[src/rtl/fila_pkg.sv]
// Shared types and default sizing for the fila drain controller.
// Defaults describe the 8-byte queue fed by the deserializer.
package fila_pkg;

   typedef enum logic [2:0] {
      StIdle,
      StPop,
      StWait,
      StPresent,
      StGap
   } fila_state_t;

   localparam int unsigned FILA_DEPTH = 8;
   localparam int unsigned FILA_HI_WM = 6;
   localparam int unsigned FILA_LO_WM = 2;

endpackage

[src/rtl/hold_hyst.sv]
// Registered watermark comparator with hysteresis.
// Produces the hold/backpressure signal toward the deserializer.
module hold_hyst
   import fila_pkg::*;
#(
   parameter int unsigned LEN_W = 4,
   parameter int unsigned HI_WM = FILA_HI_WM,
   parameter int unsigned LO_WM = FILA_LO_WM
) (
   input  logic             clk_i,
   input  logic             rst_ni,
   input  logic [LEN_W-1:0] q_len_i,
   output logic             hold_o
);

   localparam logic [LEN_W-1:0] HiWm = LEN_W'(HI_WM);
   localparam logic [LEN_W-1:0] LoWm = LEN_W'(LO_WM);

   logic hold_q;
   logic hold_d;

   // Between the watermarks the previous decision is kept.
   always_comb begin
      hold_d = hold_q;
      if (q_len_i >= HiWm) begin
         hold_d = 1'b1;
      end else if (q_len_i <= LoWm) begin
         hold_d = 1'b0;
      end
   end

   always_ff @(posedge clk_i or negedge rst_ni) begin
      if (!rst_ni) begin
         hold_q <= 1'b0;
      end else begin
         hold_q <= hold_d;
      end
   end

   assign hold_o = hold_q;

endmodule

[src/rtl/fila_ctrl.sv]
// Drain controller for the fila byte queue: pops one byte at a time, presents it on a
// valid/ready port, counts deliveries and flags enqueue-while-full overflows.
module fila_ctrl
   import fila_pkg::*;
#(
   parameter int unsigned DEPTH    = FILA_DEPTH,
   parameter int unsigned LEN_W    = 4,
   parameter int unsigned HI_WM    = FILA_HI_WM,
   parameter int unsigned LO_WM    = FILA_LO_WM,
   parameter int unsigned DATA_LAT = 1,
   parameter int unsigned POP_GAP  = 0
) (
   input  logic             clk_10KHz,
   input  logic             reset,
   input  logic             enable,
   input  logic [LEN_W-1:0] q_len,
   input  logic [7:0]       q_data,
   input  logic             q_enqueue,
   output logic             q_dequeue,
   output logic             hold_out,
   output logic             m_valid,
   output logic [7:0]       m_data,
   input  logic             m_ready,
   output logic [7:0]       pop_count,
   output logic             overflow_err
);

   localparam int unsigned WaitW = (DATA_LAT > 1) ? $clog2(DATA_LAT) : 1;
   localparam int unsigned GapW  = (POP_GAP > 1) ? $clog2(POP_GAP) : 1;

   // Counters run down to zero, so they are loaded with length minus one.
   localparam logic [WaitW-1:0] WaitLoad = WaitW'(DATA_LAT - 1);
   localparam logic [GapW-1:0]  GapLoad  = GapW'((POP_GAP > 0) ? POP_GAP - 1 : 0);
   localparam logic [WaitW-1:0] WaitOne  = WaitW'(1);
   localparam logic [GapW-1:0]  GapOne   = GapW'(1);
   localparam logic [LEN_W-1:0] FullLen  = LEN_W'(DEPTH);

   fila_state_t      state_q, state_d;
   logic [WaitW-1:0] wait_cnt_q, wait_cnt_d;
   logic [GapW-1:0]  gap_cnt_q, gap_cnt_d;
   logic             m_valid_q, m_valid_d;
   logic [7:0]       m_data_q, m_data_d;
   logic [7:0]       pop_count_q, pop_count_d;
   logic             overflow_q, overflow_d;

   always_comb begin
      state_d     = state_q;
      wait_cnt_d  = wait_cnt_q;
      gap_cnt_d   = gap_cnt_q;
      m_valid_d   = m_valid_q;
      m_data_d    = m_data_q;
      pop_count_d = pop_count_q;

      unique case (state_q)
         StIdle: begin
            if (enable && (q_len != '0)) begin
               state_d = StPop;
            end
         end

         StPop: begin
            state_d    = StWait;
            wait_cnt_d = WaitLoad;
         end

         StWait: begin
            if (wait_cnt_q == '0) begin
               m_data_d  = q_data;
               m_valid_d = 1'b1;
               state_d   = StPresent;
            end else begin
               wait_cnt_d = wait_cnt_q - WaitOne;
            end
         end

         StPresent: begin
            if (m_ready) begin
               m_valid_d   = 1'b0;
               pop_count_d = pop_count_q + 8'd1;
               if (POP_GAP > 0) begin
                  state_d   = StGap;
                  gap_cnt_d = GapLoad;
               end else begin
                  state_d = StIdle;
               end
            end
         end

         StGap: begin
            if (gap_cnt_q == '0) begin
               state_d = StIdle;
            end else begin
               gap_cnt_d = gap_cnt_q - GapOne;
            end
         end

         default: begin
            state_d = StIdle;
         end
      endcase
   end

   // Sticky: only reset clears an overflow.
   always_comb begin
      overflow_d = overflow_q;
      if (q_enqueue && (q_len == FullLen)) begin
         overflow_d = 1'b1;
      end
   end

   always_ff @(posedge clk_10KHz or negedge reset) begin
      if (!reset) begin
         state_q     <= StIdle;
         wait_cnt_q  <= '0;
         gap_cnt_q   <= '0;
         m_valid_q   <= 1'b0;
         m_data_q    <= 8'h00;
         pop_count_q <= 8'h00;
         overflow_q  <= 1'b0;
      end else begin
         state_q     <= state_d;
         wait_cnt_q  <= wait_cnt_d;
         gap_cnt_q   <= gap_cnt_d;
         m_valid_q   <= m_valid_d;
         m_data_q    <= m_data_d;
         pop_count_q <= pop_count_d;
         overflow_q  <= overflow_d;
      end
   end

   hold_hyst #(
      .LEN_W (LEN_W),
      .HI_WM (HI_WM),
      .LO_WM (LO_WM)
   ) u_hold_hyst (
      .clk_i   (clk_10KHz),
      .rst_ni  (reset),
      .q_len_i (q_len),
      .hold_o  (hold_out)
   );

   assign q_dequeue    = (state_q == StPop);
   assign m_valid      = m_valid_q;
   assign m_data       = m_data_q;
   assign pop_count    = pop_count_q;
   assign overflow_err = overflow_q;

endmodule

[config.mk]
export PLATFORM = sky130hd
export DESIGN_NAME = fila_ctrl
export DESIGN_NICKNAME = d
export VERILOG_FILES = /design/src/rtl/fila_pkg.sv /design/src/rtl/hold_hyst.sv /design/src/rtl/fila_ctrl.sv
export SDC_FILE = /design/constraint.sdc
export NUM_CORES = 1
export LEC_CHECK = 0
export ABC_CLOCK_PERIOD_IN_PS = 2200
export CAP_MARGIN = 40
export CORE_MARGIN = 10
export CORE_UTILIZATION = 46
export CTS_CLUSTER_DIAMETER = 30
export CTS_CLUSTER_SIZE = 16
export DETAILED_ROUTE_END_ITERATION = 10
export MAX_ROUTING_LAYER = met4
export PLACE_DENSITY = 0.83
export SYNTH_ARGS = -nofsm -noshare
export SYNTH_HDL_FRONTEND = slang
export SYNTH_HIERARCHICAL = 1
export SYNTH_SLANG_ARGS = --single-unit
[constraint.sdc]
create_clock -name clk_10KHz -period 2.2 [get_ports clk_10KHz]
set_clock_uncertainty 0.05 [all_clocks]
set_input_delay 0.33 -clock clk_10KHz [delete_from_list [all_inputs] [get_ports clk_10KHz]]
set_output_delay 0.33 -clock clk_10KHz [all_outputs]
set_load 0.02 [all_outputs]
==> impl_results.md, run 1 <==
* Status: finished clean
* Congestion Overflow GR at 0
* First-pass GRT wire length at 3.70 mm
* Mapped Nets at 96
* Avg Vias per Cell at 5.18
* Hold slack final at 0.303 ns
* Post-synthesis simple-gate area fraction at 9.88%
* Syn Std Cell Area at 962 um2
* Number of DRC markers in iteration 0 at 21
* DR DRC count at 0
* Synth Area in XOR/XNOR at 6.37%
* Reg clk slew, reported paths at 0.12 ns
* Final setup vio count at 0
* First-pass DRT Iterations at 4
* Max rail drop VDD at 802 uV
* #FFs+latches synth at 21
* Number of global-route vias before repair at 819
* TNS Setup at 0 ns
* Syn Inst Count at 74
* ANT cells at 0
* Final Util at 69.9%
* GRT Util Overall at 11.6%
* Flop pwr share at 36.8%
* Clk network pwr share at 10.4%
* Antenna violations before repair at 0
* Layout cell share with drive strength beyond 1 at 16.7%
* FF-to-FF End: state_q[1]
* Routed length per instance at 16.7 um
* Port Buffers at 36
* Post-CTS setup buffer count at 0
* Combinational Power Share at 52.8%
* Dpl cells at 137
* Pins Over Slew Limit at 0
* DIE HEIGHT at 65.7 um
* # rows at 16
* Area after DPL at 1360 um2
* # IOs at 37
* RSZ-0062 raised after global routing: no
* CTS Sinks at 21
* Hpwl dp at 1.89 mm
* Fillers at 149
* Seq/Total Area, Yosys at 54.6%
* Die area at 4320 um2
* Post-synthesis mux area share at 12.1%
* Crit path DAT at 1.58 ns
* FF+latch area at 526 um2
* Total number of vias at 730
* CTS resizes at 0
* # Max-Cap Violations at 0
* Power per Cell Area at 1290 nW/um2
* Area growth syn-to-layout at 44.0%
* Fmax achieved at 511 MHz
* Critical path required time at 1.82 ns
* Total CTS buffers at 3
* Commonest non-fill, non-tap cell in the layout: clkdlybuf4s50_1
* Layout Cells excl Fill at 141
* Setup crit start kind: register
* CTS tree: yes
* Initial core utilization at 48.5%
* Fin area at 1390 um2
* Syn_area_per_cell at 13.0 um2
* Worst skew pair latency at 0.30 ns
* Synth Area in Adders at 6.50%
* # nets final at 137
* Cts hold-fix bufs at 0
* Routed wire length at 2.35 mm
* Post-synth cell types at 24
* Max clock buf depth at 2
* Crit share post-route at 89.0%
* Worst slew pin tran at 0.419 ns
* Pin count of the biggest net entering global routing at 22
* Crit-path max FO at 4
* Internal at 1.10 mW
* Die W at 65.7 um
* Critical path class: register to primary output
* Routability cong. at 0.817
* Hold Crit Class: primary input to async pin
* Multi-input gate area at 413 um2
* H-tree levels at 1
* Slew headroom at 72.1%
* Commonest non-fill, non-tap cells in the layout: 36 x clkdlybuf4s50_1, 21 x dfrtp_1, 9 x mux2_2
* CP Capture Type: primary output
* Hold Vio Cnt, Final at 0
* Worst r2r path cells at 4
* Synth Area in Compound Gates at 8.06%
* Switch Pwr at 686 uW
* Sw frac at 38.4%
* Leak pwr at 0.604 nW
* Root Driver: clkbuf_4
* Main combinational cell family by area after synthesis: multiplexers
* Fin crit period at 1.96 ns
* R2R Path Start: state_q[1]
* Reg2Reg Setup Slack at 0.68 ns
* Final ANT Viol Nets at 0
* Core ar. at 1980 um2
* Yosys warning total at 6
-- worst max-delay path, stage by stage, from the launching register on --
cell and delay [ns]:
dfrtp_1 0.44, inv_1 0.10, ha_1 0.14, clkdlybuf4s50_1 0.60
-- metal layers --
metal	track usage, %	part of all wire (%)	routed length (um)	vias to the layer above
met5	-	0	0	-
met4	5.61	2.0	47	0
met3	5.25	10	240	4
met2	17.9	47	1100	35
met1	12.3	41	960	353
li1	-	-	-	338
-- power by group through the flow --
stage | clock (mW) | combinational, mW | sequential [mW]
6_report | 0.185 | 0.944 | 0.657
5_1_grt | 0.211 | 1.02 | 0.678
4_1_cts | 0.199 | 0.962 | 0.657
3_5_place_dp | 0 | 0.956 | 0.667
3_3_place_gp | 0 | 0.918 | 0.651
2_1_floorplan | 0 | 0.377 | 0.812
-- worst max-delay path by stage --
| stage | start | to | slack, ns | cells past startpoint |
|---|---|---|---|---|
| 4_1_cts | state_q[1] | q_dequeue | 0.22 | 3 |
| 3_3_place_gp | q_len[1] | state_q[1] | 0.39 | 4 |
| 3_5_place_dp | q_len[1] | state_q[1] | 0.35 | 4 |
| 2_1_floorplan | state_q[0] | state_q[1] | 0.79 | 4 |
| 6_report | state_q[1] | q_dequeue | 0.24 | 3 |
| 5_1_grt | state_q[1] | q_dequeue | 0.14 | 3 |
-- cell families (layout without fill, tap and decap cells) --
group,count (synthesis),after routing
simple gates,18,18
fa+ha+maj,5,5
buf+inv,6,46
flops,21,21
xor+xnor,7,7
compound gates,7,7
mux,10,10
-- cell type report --
| class | instances | area share (%) |
|---|---|---|
| tap | 27 | 2.44 |
| clock buffer | 4 | 1.90 |
| timing repair buffer | 37 | 26.6 |
| inverter | 5 | 1.36 |
| sequential | 21 | 37.9 |
| multi-input combinational | 47 | 29.8 |
-- flip-flops by register name, summed over array words and instances (netlist names) --
register            flops
overflow_err            1
u_hold_hyst/hold_o      1
m_data                  8
pop_count               8
state_q                 2
m_valid                 1
-- cells in the mapped netlist --
library cell	n	area share, %
dfrtp_1	21	55
mux2_2	9	11
ha_1	5	6.5
inv_1	5	2.0
nor2_1	5	2.0
nand2_1	4	1.6
xnor2_1	4	3.6
xor2_1	3	2.7
nand3_1	2	1.0
nor3_1	2	1.0
a21o_1	1	0.78
a21oi_2	1	0.91
a221o_1	1	1.0
a31o_2	1	0.91
buf_2	1	0.52
mux2_4	1	1.6
nand2b_1	1	0.65
nand3_2	1	1.0
nand4_1	1	0.65
nor2b_1	1	0.65
nor4_2	1	1.3
o221ai_1	1	0.91
o22ai_1	1	0.65
o41ai_4	1	2.9
-- metrics by stage --
stage / setup WS (ns) / total power [mW]
2_1_floorplan: 0.794 / 1.19
3_3_place_gp: 0.391 / 1.57
3_5_place_dp: 0.347 / 1.62
4_1_cts: 0.215 / 1.82
5_1_grt: 0.136 / 1.91
6_report: 0.242 / 1.79
Note: power is estimated with default switching activity, not from simulation.
==> run 2, diff against run 1 <==
--- a/config.mk
+++ b/config.mk
@@ -5,15 +5,15 @@
 export SDC_FILE = /design/constraint.sdc
 export NUM_CORES = 1
 export LEC_CHECK = 0
-export ABC_CLOCK_PERIOD_IN_PS = 2200
+export ABC_CLOCK_PERIOD_IN_PS = 1700
 export CAP_MARGIN = 40
 export CORE_MARGIN = 10
-export CORE_UTILIZATION = 46
-export CTS_CLUSTER_DIAMETER = 30
+export CORE_UTILIZATION = 38
+export CTS_CLUSTER_DIAMETER = 100
 export CTS_CLUSTER_SIZE = 16
 export DETAILED_ROUTE_END_ITERATION = 10
 export MAX_ROUTING_LAYER = met4
-export PLACE_DENSITY = 0.83
+export PLACE_DENSITY = 0.74
 export SYNTH_ARGS = -nofsm -noshare
 export SYNTH_HDL_FRONTEND = slang
 export SYNTH_HIERARCHICAL = 1
==> constraint.sdc (replaced) <==
create_clock -name clk_10KHz -period 1.7 [get_ports clk_10KHz]
set_clock_uncertainty 0.05 [all_clocks]
set_input_delay 0.255 -clock clk_10KHz [delete_from_list [all_inputs] [get_ports clk_10KHz]]
set_output_delay 0.255 -clock clk_10KHz [all_outputs]
set_load 0.02 [all_outputs]
==> run 2 against run 1 <==
Net effect: worst hold slack got worse by 0.077 ns; sequential power up 28%; core utilization down 12 points; count of clock-buffer cells in the layout unchanged; sequential share of layout area decreased by 0.71 points; die area is 14% higher; largest power group unchanged.
==> impl_results.md, run 2 (synthesized netlist as in run 1, its figures left out) <==
* Setup crit start kind: register
* Commonest non-fill, non-tap cells in the layout: 30 x clkdlybuf4s50_1, 21 x dfrtp_1, 9 x mux2_2
* Crit-path max FO at 3
* Final ANT Viol Nets at 0
* Root Driver: clkbuf_4
* Layout Cells excl Fill at 146
* First-pass GRT wire length at 3.66 mm
* DIE HEIGHT at 70.3 um
* CTS tree: yes
* Leak pwr at 0.657 nW
* WP buf/inv at 1
* Initial core utilization at 39.2%
* DR DRC count at 0
* R2R Path Start: state_q[1]
* CP max-delay cell: clkdlybuf4s50_1
* Max clock buf depth at 2
* Final WS setup at 0.0699 ns
* Congestion Overflow GR at 0
* TNS Setup at 0 ns
* Pin count of the biggest net entering global routing at 22
* Die W at 70.3 um
* ANT cells at 0
* Commonest non-fill, non-tap cell in the layout: clkdlybuf4s50_1
* Status: finished clean
* H-tree levels at 1
* Fin area at 1410 um2
* Max rail drop VDD at 905 uV
* Power per Cell Area at 1610 nW/um2
* Crit path DAT at 1.33 ns
* Worst skew pair latency at 0.30 ns
* RSZ-0062 raised after global routing: no
* Crit share post-route at 95.9%
* Number of DRC markers in iteration 0 at 5
* Hold Crit Class: primary input to async pin
* Multi-input gate area at 413 um2
* # nets final at 139
* Critical path's top delay family: buffers and inverters
* Cts hold-fix bufs at 0
* Antenna violations before repair at 0
* Total CTS buffers at 3
* Total number of vias at 717
* Fin crit period at 1.63 ns
* # Max-Cap Violations at 0
* FF+latch area at 526 um2
* Worst slew pin tran at 0.434 ns
* Final Util at 57.5%
* Hold slack final at 0.226 ns
* # rows at 18
* # IOs at 37
* Hold Vio Cnt, Final at 0
* Fillers at 212
* Number of global-route vias before repair at 807
* Dpl cells at 142
* Critical path required time at 1.39 ns
* Post-place setup slack at -0.0259 ns
* FF-to-FF End: state_q[1]
* Area after DPL at 1380 um2
* GRT Util Overall at 9.03%
* Routability cong. at 0.673
* Slew headroom at 71.1%
* Core ar. at 2450 um2
* Layout cell share with drive strength beyond 1 at 18.1%
* Reg clk slew, reported paths at 0.12 ns
* CTS Sinks at 21
* Pins Over Slew Limit at 0
* CP max stage delay at 0.63 ns
* Die area at 4940 um2
* Critical path class: register to primary output
* CP Capture Type: primary output
* Routed length per instance at 15.1 um
* Reg2Reg Setup Slack at 0.16 ns
* Hpwl dp at 1.73 mm
* Port Buffers at 36
* First-pass DRT Iterations at 3
* Worst r2r path cells at 4
* Area growth syn-to-layout at 46.7%
* Final setup vio count at 0
* Fmax achieved at 613 MHz
* Final Power at 2.27 mW
* Critical path depth at 1
* Avg Vias per Cell at 4.91
* Cell breakdown of the critical path: clkdlybuf4s50_1
* Routed wire length at 2.20 mm
-- run 2: cell types whose count changed in the layout (fill, tap and decap cells not counted) --
cell             before  now
dlygate4sd2_1         0    2
buf_4                 1    3
dlymetal6s2s_1        0    4
clkdlybuf4s50_1      36   30
-- run 2: how the worst max path moves through the flow --
stage | slack (ns) | end | from
final | 0.07 | pop_count[5] | pop_count[5]
after CTS | 0.003 | pop_count[0] | pop_count[0]
after global placement | -0.001 | state_q[1] | q_len[1]
after floorplan | 0.29 | state_q[1] | state_q[0]
after global routing | 0.002 | pop_count[5] | pop_count[5]
after detailed placement | -0.03 | state_q[1] | q_len[1]
-- run 2: cell type report --
cell class / count / share of cell area [%]
Clock buffer: 4 / 1.86
Inverter: 5 / 1.33
Timing Repair Buffer: 39 / 27.7
Sequential cell: 21 / 37.2
Multi-Input combinational cell: 47 / 29.3
Tap cell: 30 / 2.66
-- run 2: metal layers --
layer / track usage, % / up-vias / part of all wire, % / wire (um)
met5: - / - / 0 / 0
met4: 3.29 / 0 / 0.54 / 12
met3: 3.25 / 2 / 6.9 / 151
met2: 14.3 / 21 / 50 / 1100
met1: 10.2 / 354 / 42 / 936
li1: - / 340 / - / -
-- run 2: power by group --
group | switching, mW | leakage, nW | internal (mW) | total, mW
combinational | 0.574 | 0.400 | 0.615 | 1.19
sequential | 0.144 | 0.243 | 0.697 | 0.841
clock | 0.145 | 0.0150 | 0.0912 | 0.236
-- run 2: timing repair --
item | 4_1_cts | 5_1_grt
resized for setup | 2 | 4
buffers inserted | 0 | 0
endpoints found under the setup margin | 2 | 4
==> run 3, diff against run 2 <==
--- a/config.mk
+++ b/config.mk
@@ -7,11 +7,13 @@
 export LEC_CHECK = 0
 export ABC_CLOCK_PERIOD_IN_PS = 1700
 export CAP_MARGIN = 40
+export CORE_ASPECT_RATIO = 1.1
 export CORE_MARGIN = 10
 export CORE_UTILIZATION = 38
 export CTS_CLUSTER_DIAMETER = 100
 export CTS_CLUSTER_SIZE = 16
 export DETAILED_ROUTE_END_ITERATION = 10
+export GPL_ROUTABILITY_DRIVEN = 0
 export MAX_ROUTING_LAYER = met4
 export PLACE_DENSITY = 0.74
 export SYNTH_ARGS = -nofsm -noshare
==> run 3 against run 2 <==
Net effect: final area up 0.62%; die area about the same; fmax up 0.18%; sequential power about the same; critical path depth unchanged; largest cell class unchanged; combinational power about the same; worst hold slack worse by 0.018 ns; sequential cell count unchanged; worst setup slack better by 0.0029 ns; largest power group unchanged; sequential share of layout area down 0.23 points; core utilization down 0.053 points.
==> impl_results.md, run 3 (synthesized netlist as in run 1, its figures left out) <==
* Status: finished clean
* Post-place setup slack at -0.0462 ns
* Fin crit period at 1.63 ns
* H-tree levels at 1
* Hpwl dp at 1.78 mm
* Commonest non-fill, non-tap cell in the layout: clkdlybuf4s50_1
* TNS Setup at 0 ns
* Cell breakdown of the critical path: clkdlybuf4s50_1
* # Max-Cap Violations at 0
* Fmax achieved at 615 MHz
* Congestion Overflow GR at 0
* Worst r2r path cells at 4
* Reg clk slew, reported paths at 0.13 ns
* CP max-delay cell: clkdlybuf4s50_1
* Pins Over Slew Limit at 0
* Total number of vias at 707
* Number of DRC markers in iteration 0 at 9
* Critical path class: register to primary output
* Crit path DAT at 1.32 ns
* Total CTS buffers at 3
* Leak pwr at 0.676 nW
* Critical path's top delay family: buffers and inverters
* Fillers at 232
* Final WS setup at 0.0728 ns
* FF+latch area at 526 um2
* Power per Cell Area at 1600 nW/um2
* Area growth syn-to-layout at 47.6%
* Post-CTS setup buffer count at 0
* # rows at 19
* Crit-path max FO at 3
* WP buf/inv at 1
* R2R Path Start: state_q[1]
* Avg Vias per Cell at 4.78
* DIE HEIGHT at 72.8 um
* Critical path depth at 1
* Layout cell share with drive strength beyond 1 at 19.7%
* RSZ-0062 raised after global routing: no
* FF-to-FF End: state_q[1]
* Routed length per instance at 14.9 um
* GRT Util Overall at 9.67%
* Final ANT Viol Nets at 0
* Antenna violations before repair at 0
* Core ar. at 2470 um2
* CTS tree: yes
* # nets final at 140
* Reg2Reg Setup Slack at 0.17 ns
* CP max stage delay at 0.62 ns
* Pin count of the biggest net entering global routing at 22
* Multi-input gate area at 413 um2
* Port Buffers at 36
* Final setup vio count at 0
* Die W at 68.0 um
* Slew headroom at 74.9%
* ANT cells at 0
* Hold Vio Cnt, Final at 0
* First-pass DRT Iterations at 4
* Worst skew pair latency at 0.31 ns
* DR DRC count at 0
* Crit share post-route at 95.7%
* Number of global-route vias before repair at 796
* Final Util at 57.4%
* Critical path required time at 1.39 ns
* Setup crit start kind: register
* Root Driver: clkbuf_4
* CTS Sinks at 21
* Routed wire length at 2.20 mm
* Hold Crit Class: primary input to async pin
* Commonest non-fill, non-tap cells in the layout: 29 x clkdlybuf4s50_1, 21 x dfrtp_1, 9 x mux2_2
* Max clock buf depth at 2
* CP Capture Type: primary output
* # IOs at 37
* Final Power at 2.28 mW
* Die area at 4950 um2
* Initial core utilization at 38.9%
* Max rail drop VDD at 926 uV
* First-pass GRT wire length at 3.62 mm
* Worst slew pin tran at 0.377 ns
run 3: cell count changes in the layout (fill, tap and decap cells not counted), sizes merged:
cell	before	now
clkdlybuf4s50	30	29
clkbuf	4	3
buf	3	4
dlygate4sd2	2	3
clkinv	0	1
run 3: through the flow:
stage / hold WS [ns] / instances / instance area (um2)
after floorplan: -0.0906 / 74 / 962
after global placement: 0.407 / 144 / 1390
after detailed placement: 0.411 / 144 / 1390
after CTS: 0.212 / 148 / 1410
after global routing: 0.246 / 148 / 1420
final: 0.208 / 148 / 1420
run 3: worst max path at each step:
| stage | startpoint | end | slack, ns |
|---|---|---|---|
| after floorplan | state_q[0] | state_q[1] | 0.29 |
| final | m_valid | m_valid | 0.07 |
| after global routing | state_q[1] | q_dequeue | 0.02 |
| after detailed placement | q_len[1] | state_q[1] | -0.05 |
| after global placement | q_len[1] | state_q[1] | 0.002 |
| after CTS | pop_count[4] | pop_count[4] | 0.0006 |
run 3: routing by layer:
| metal | vias to the layer above | GRT usage [%] | share of wire, % |
|---|---|---|---|
| met3 | 4 | 3.69 | 9.9 |
| met4 | 0 | 4.70 | 1.9 |
| met2 | 23 | 17.0 | 52 |
| met1 | 338 | 8.83 | 36 |
| met5 | - | - | 0 |
| li1 | 342 | - | - |
run 3: what timing repair did:
item,in CTS,in global routing
hold buffers,0,0
setup endpoints to repair,3,4
pin swaps,0,0
resized for setup,3,4
run 3: cell type report:
type / count / area share [%]
Inverter: 5 / 1.32
Multi-Input combinational cell: 47 / 29.1
Tap cell: 31 / 2.73
Sequential cell: 21 / 37.0
Clock inverter: 1 / 0.352
Clock buffer: 3 / 1.59
Timing Repair Buffer: 40 / 27.9
run 3: where the power goes:
part	total [mW]	switching, mW	leakage, nW	internal (mW)
registers	0.843	0.146	0.243	0.697
logic	1.19	0.567	0.416	0.621
clock network	0.248	0.160	0.0177	0.0879
total	2.28	0.873	0.676	1.41
